`config.mk`:
```
export PLATFORM = sky130hd
export DESIGN_NAME = instr_decoder
export DESIGN_NICKNAME = d
export VERILOG_FILES = /design/src/rtl/instr_decoder.sv
export SDC_FILE = /design/constraint.sdc
export NUM_CORES = 1
export LEC_CHECK = 0
export ABC_AREA = 1
export ABC_CLOCK_PERIOD_IN_PS = 2100
export CAP_MARGIN = 15
export CORE_MARGIN = 1
export CORE_UTILIZATION = 34
export DETAILED_ROUTE_END_ITERATION = 8
export PLACE_DENSITY = 0.84
export SLEW_MARGIN = 15
export SYNTH_ARGS = -nofsm -noshare
export SYNTH_HDL_FRONTEND = slang
export SYNTH_SLANG_ARGS = --single-unit
```
`constraint.sdc`:
```
create_clock -name i_clk -period 2.1 [get_ports i_clk]
set_input_delay 0.42 -clock i_clk [delete_from_list [all_inputs] [get_ports i_clk]]
set_output_delay 0.42 -clock i_clk [all_outputs]
set_load 0.01 [all_outputs]
```
`src/rtl/instr_decoder.sv`:
```
// instr_decoder -- instruction decoder for the 8-bit microprocessor.
//
// Decodes the program-memory word for the current pc into sequencer jump
// controls and computational-unit load enables / selects. It also holds the
// zero flag, which is exported as dont_jmp, and a registered copy of the
// last executed instruction.
//
// Ports:
//   i_clk         system clock, all state on rising edge
//   i_sync_reset  synchronous active-high reset
//   i_pm_data     instruction word for current pc
//   i_alu_zero    combinational "ALU result == 0" for current instruction
//   o_jmp         unconditional jump (combinational)
//   o_jmp_nz      jump-if-not-zero request (combinational)
//   o_jmp_addr    jump target nibble = pm_data[3:0]
//   o_dont_jmp    registered zero flag
//   o_ld_en       one-hot load enables indexed by dst code
//   o_r_en        load r from ALU
//   o_imm         immediate = pm_data[3:0]
//   o_data_sel    1 = immediate onto bus, 0 = source register
//   o_src_sel     source register code
//   o_x_sel       ALU x operand select
//   o_y_sel       ALU y operand select
//   o_alu_func    ALU function
//   o_i_inc       post-increment i by m (dm accessed)
//   o_ir          registered copy of last executed instruction
//   o_instr_cnt   retired-instruction count
//
// Build option: define INSTR_CNT_EN to build the retired-instruction counter;
// otherwise o_instr_cnt is tied to zero. Port list is the same either way.

module instr_decoder (
  input  logic        i_clk,
  input  logic        i_sync_reset,
  input  logic [7:0]  i_pm_data,
  input  logic        i_alu_zero,
  output logic        o_jmp,
  output logic        o_jmp_nz,
  output logic [3:0]  o_jmp_addr,
  output logic        o_dont_jmp,
  output logic [7:0]  o_ld_en,
  output logic        o_r_en,
  output logic [3:0]  o_imm,
  output logic        o_data_sel,
  output logic [2:0]  o_src_sel,
  output logic        o_x_sel,
  output logic        o_y_sel,
  output logic [2:0]  o_alu_func,
  output logic        o_i_inc,
  output logic [7:0]  o_ir,
  output logic [15:0] o_instr_cnt
);

  logic [2:0] w_dst;
  logic [2:0] w_src;
  logic       w_is_alu;
  logic       w_jmp;
  logic       w_jmp_nz;
  logic [7:0] w_ld_en;
  logic       w_r_en;
  logic       w_data_sel;
  logic [2:0] w_src_sel;
  logic       w_x_sel;
  logic       w_y_sel;
  logic [2:0] w_alu_func;
  logic       w_i_inc;

  logic       r_flag;
  logic [7:0] r_ir;

  assign w_dst = i_pm_data[5:3];
  assign w_src = i_pm_data[2:0];

  always_comb begin
    w_is_alu   = 1'b0;
    w_jmp      = 1'b0;
    w_jmp_nz   = 1'b0;
    w_ld_en    = 8'h00;
    w_r_en     = 1'b0;
    w_data_sel = 1'b0;
    w_src_sel  = 3'd0;
    w_x_sel    = 1'b0;
    w_y_sel    = 1'b0;
    w_alu_func = 3'd0;
    w_i_inc    = 1'b0;

    casez (i_pm_data[7:4])
      4'b0???: begin // LOAD: dst is bits [6:4]
        w_ld_en    = 8'h01 << i_pm_data[6:4];
        w_data_sel = 1'b1;
        w_i_inc    = (i_pm_data[6:4] == 3'd7);
      end
      4'b10??: begin // MOV; dst == src is a NOP with no side effects
        w_src_sel = w_src;
        if (w_dst != w_src) begin
          w_ld_en = 8'h01 << w_dst;
          w_i_inc = (w_dst == 3'd7) || (w_src == 3'd7);
        end
      end
      4'b110?: begin // ALU
        w_is_alu   = 1'b1;
        w_r_en     = 1'b1;
        w_x_sel    = i_pm_data[4];
        w_y_sel    = i_pm_data[3];
        w_alu_func = i_pm_data[2:0];
      end
      4'b1110: w_jmp    = 1'b1;
      default: w_jmp_nz = 1'b1; // 1111 JNZ
    endcase

    // Reset must dominate immediately, before the reset edge arrives.
    if (i_sync_reset) begin
      w_jmp      = 1'b0;
      w_jmp_nz   = 1'b0;
      w_ld_en    = 8'h00;
      w_r_en     = 1'b0;
      w_i_inc    = 1'b0;
      w_data_sel = 1'b0;
    end
  end

  always_ff @(posedge i_clk) begin
    if (i_sync_reset) begin
      r_flag <= 1'b0;
      r_ir   <= 8'h00;
    end else begin
      r_ir <= i_pm_data;
      if (w_is_alu)
        r_flag <= i_alu_zero;
    end
  end

`ifdef INSTR_CNT_EN
  logic [15:0] r_instr_cnt;

  // Counts every unreset edge, NOPs included; wraps naturally.
  always_ff @(posedge i_clk) begin
    if (i_sync_reset)
      r_instr_cnt <= 16'h0000;
    else
      r_instr_cnt <= r_instr_cnt + 16'h0001;
  end

  assign o_instr_cnt = r_instr_cnt;
`else
  assign o_instr_cnt = 16'h0000;
`endif

  assign o_jmp      = w_jmp;
  assign o_jmp_nz   = w_jmp_nz;
  assign o_jmp_addr = i_pm_data[3:0];
  assign o_imm      = i_pm_data[3:0];
  assign o_dont_jmp = r_flag;
  assign o_ld_en    = w_ld_en;
  assign o_r_en     = w_r_en;
  assign o_data_sel = w_data_sel;
  assign o_src_sel  = w_src_sel;
  assign o_x_sel    = w_x_sel;
  assign o_y_sel    = w_y_sel;
  assign o_alu_func = w_alu_func;
  assign o_i_inc    = w_i_inc;
  assign o_ir       = r_ir;

endmodule

```
==> metrics.txt <==
clock buffer depth 2; RSZ-0062 raised after global routing false; final hold slack 0.4524 ns; commonest cells in the netlist 31 x nor2_1, 30 x nand2_1, 24 x buf_4, 12 x inv_1; IO Pins 65; Avg Cell Area, Syn 5.899 µm²; Setup WS pre-CTS -0.4769 ns; CTS tree built; largest net degree at the start of global routing 12; total power divided by cell area 379.8 nW/µm²; synthesized cell area 784.5 µm²; Tmin final 1.991 ns; Die H 50.04 µm; post-synth top area cell dfxtp_1; gp weighted congestion 0.8981; initial core utilization 0.3581; Synth Area in Adders 0; die width 50.04 µm; clk slew on worst S/H paths 0.05 ns; vias in the first global route 885; GR Util All Layers 0.1866; Crit Path Category input port to output port; Post-synth EDFFs 0; drt via density 4.436; Worst setup SP type input port; initial antenna violation count 0; largest family of logic cells by synthesized area simple AND/OR/NAND/NOR gates; post-DP HPWL 1.755 mm; ys flop type dfxtp_1; clk sinks 9; Core Box Area 2191 µm²; # H-tree levels 1; synth top area cells dfxtp_1 23%, buf_4 23%, nor2_1 15%; n_diodes 0; sequential fraction of the synthesis area 0.2297; Hold Violations, Final 0; Post-synth ARST share 0; WL final 2.170 mm; clock latency at the later pin of the worst-skew pair 0.26 ns; synth warn 0; RR Startpoint o_dont_jmp; Synth Area in Compound Gates 0.06380; total grt overflow 0; arrival time worst endpoint 1.57 ns; clock root cell clkbuf_4; peak supply drop 0.2251 mV; count of input and output buffers 48; Detail Route Antenna Nets 0; HP Class flip-flop to flip-flop; endpoints failing setup 0; Inserted Clock Buffers 3; share of layout cells above drive strength 1 0.2538; Setup TNS 0 ns; number of fill cells in the layout 209; leak pwr 0.7507 nW; DRT Pass-1 Iters 4; Max-cap violations 0; post-synthesis mux area share 0; drt wl/cell 9.644 µm; count of cell types in the netlist 18; clock skew 0 ns; XOR/XNOR share of the synthesized area 0.01116; FMAX 502.4 MHz; post-synth top area share 0.2297; first-pass GRT wire length 3.594 mm; synthesized instance count 133; worst hold start o_dont_jmp; Die Area 2504 µm²; Synth Area in Simple Gates 0.3764; Slew Limit Fails 0; Setup crit end kind output port; Max FO, Critical Path 11; nets 209; Tcrit/Tclk final 0.9479; cts hold-fix bufs 0; Iter 0 DRT Violations 35; Worst Setup SP i_sync_reset; row cnt 17; Syn-to-layout area delta 72.09%; setup slack after layout 0.1095 ns; drt drc 0; Worst EP required 1.68 ns; count leader, synth nor2_1; number of synthesized register bits 9; vias 998; outcome complete, no violations
==> worst paths after layout <==
kind                              endpoint  slack (ns)  cells past startpoint
worst max-delay path            o_ld_en[6]        0.11                      6
worst min register to register  o_dont_jmp        0.45                      2
worst min-delay path            o_dont_jmp        0.45                      2
worst max register to register  o_dont_jmp        1.55                      2
==> cell type report <==
type / instances / area, µm² / area share
repair buffers: 72 / 604.3 / 0.4476
multi-input cells: 98 / 451.7 / 0.3346
flip-flops and latches: 9 / 180.2 / 0.1335
inverters: 14 / 52.55 / 0.03893
well taps: 28 / 35.03 / 0.02595
clock buffers: 4 / 26.28 / 0.01946
==> stage by stage <==
stage	instance area, µm²	cells	total power (W)	utilization
global placement	1343	221	0.0003866	0.6128
global route	1350	225	0.0005514	0.6162
detailed placement	1343	221	0.0003912	0.6128
CTS	1358	225	0.0005179	0.6196
floorplan	840.8	148	0.0002998	-
finish	1350	225	0.0005127	0.6162
==> state kept, by name (all words and copies together), names as in the netlist <==
name,flops
o_ir,8
o_dont_jmp,1
==> routing by layer <==
metal	vias up	part of all wire	track usage
li1	491	-	-
met1	447	0.38	0.2022
met2	54	0.52	0.3356
met3	6	0.077	0.03086
met4	0	0.025	0.1048
met5	-	0	0
==> worst max-delay path, stage by stage <==
cell and delay [ns]:
clkdlybuf4s50_1 0.53, buf_4 0.20, inv_1 0.07, nand3_1 0.08, nand2_1 0.05, clkdlybuf4s15_2 0.22
==> power by group <==
part           switching (W)  internal, W  total [W]  leakage (nW)
logic               0.000104    0.0000965   0.000201         0.661
registers         0.00000241     0.000180   0.000182        0.0749
clock network      0.0000565    0.0000730   0.000129        0.0150
==> timing repair <==
| item | in CTS | in global routing |
|---|---|---|
| pin swaps | 0 | 3 |
| setup buffers | 0 | 0 |
| setup endpoints to repair | 21 | 18 |
| gates resized for setup | 57 | 7 |
==> placed cells by master (no fill, tap or decap) <==
cell / instances
nor2_1: 29
nand2_1: 28
buf_4: 24
clkdlybuf4s50_1: 19
dlygate4sd2_1: 18
conb_1: 16
inv_1: 12
dfxtp_1: 9
buf_2: 8
a21oi_1: 7
nand2_2: 4
nand3_1: 3
clkbuf_4: 3
inv_2: 2
nor2_2: 2
a21oi_2: 2
dlymetal6s2s_1: 2
nor2_4: 1
nand3_2: 1
xnor2_2: 1
nand3_4: 1
nand3b_1: 1
nor3_1: 1
o21ai_1: 1
clkbuf_1: 1
clkdlybuf4s15_2: 1
==> cells by family (layout without fill, tap and decap cells) <==
logic type	count (synthesis)	count (layout)
buffers and inverters	41	90
DFF	9	9
and+or+nand+nor	71	71
xor gates and xnor gates	1	1
AOI/OAI and AO/OA	10	10
other	1	16
(Power assumes the default switching activity.)
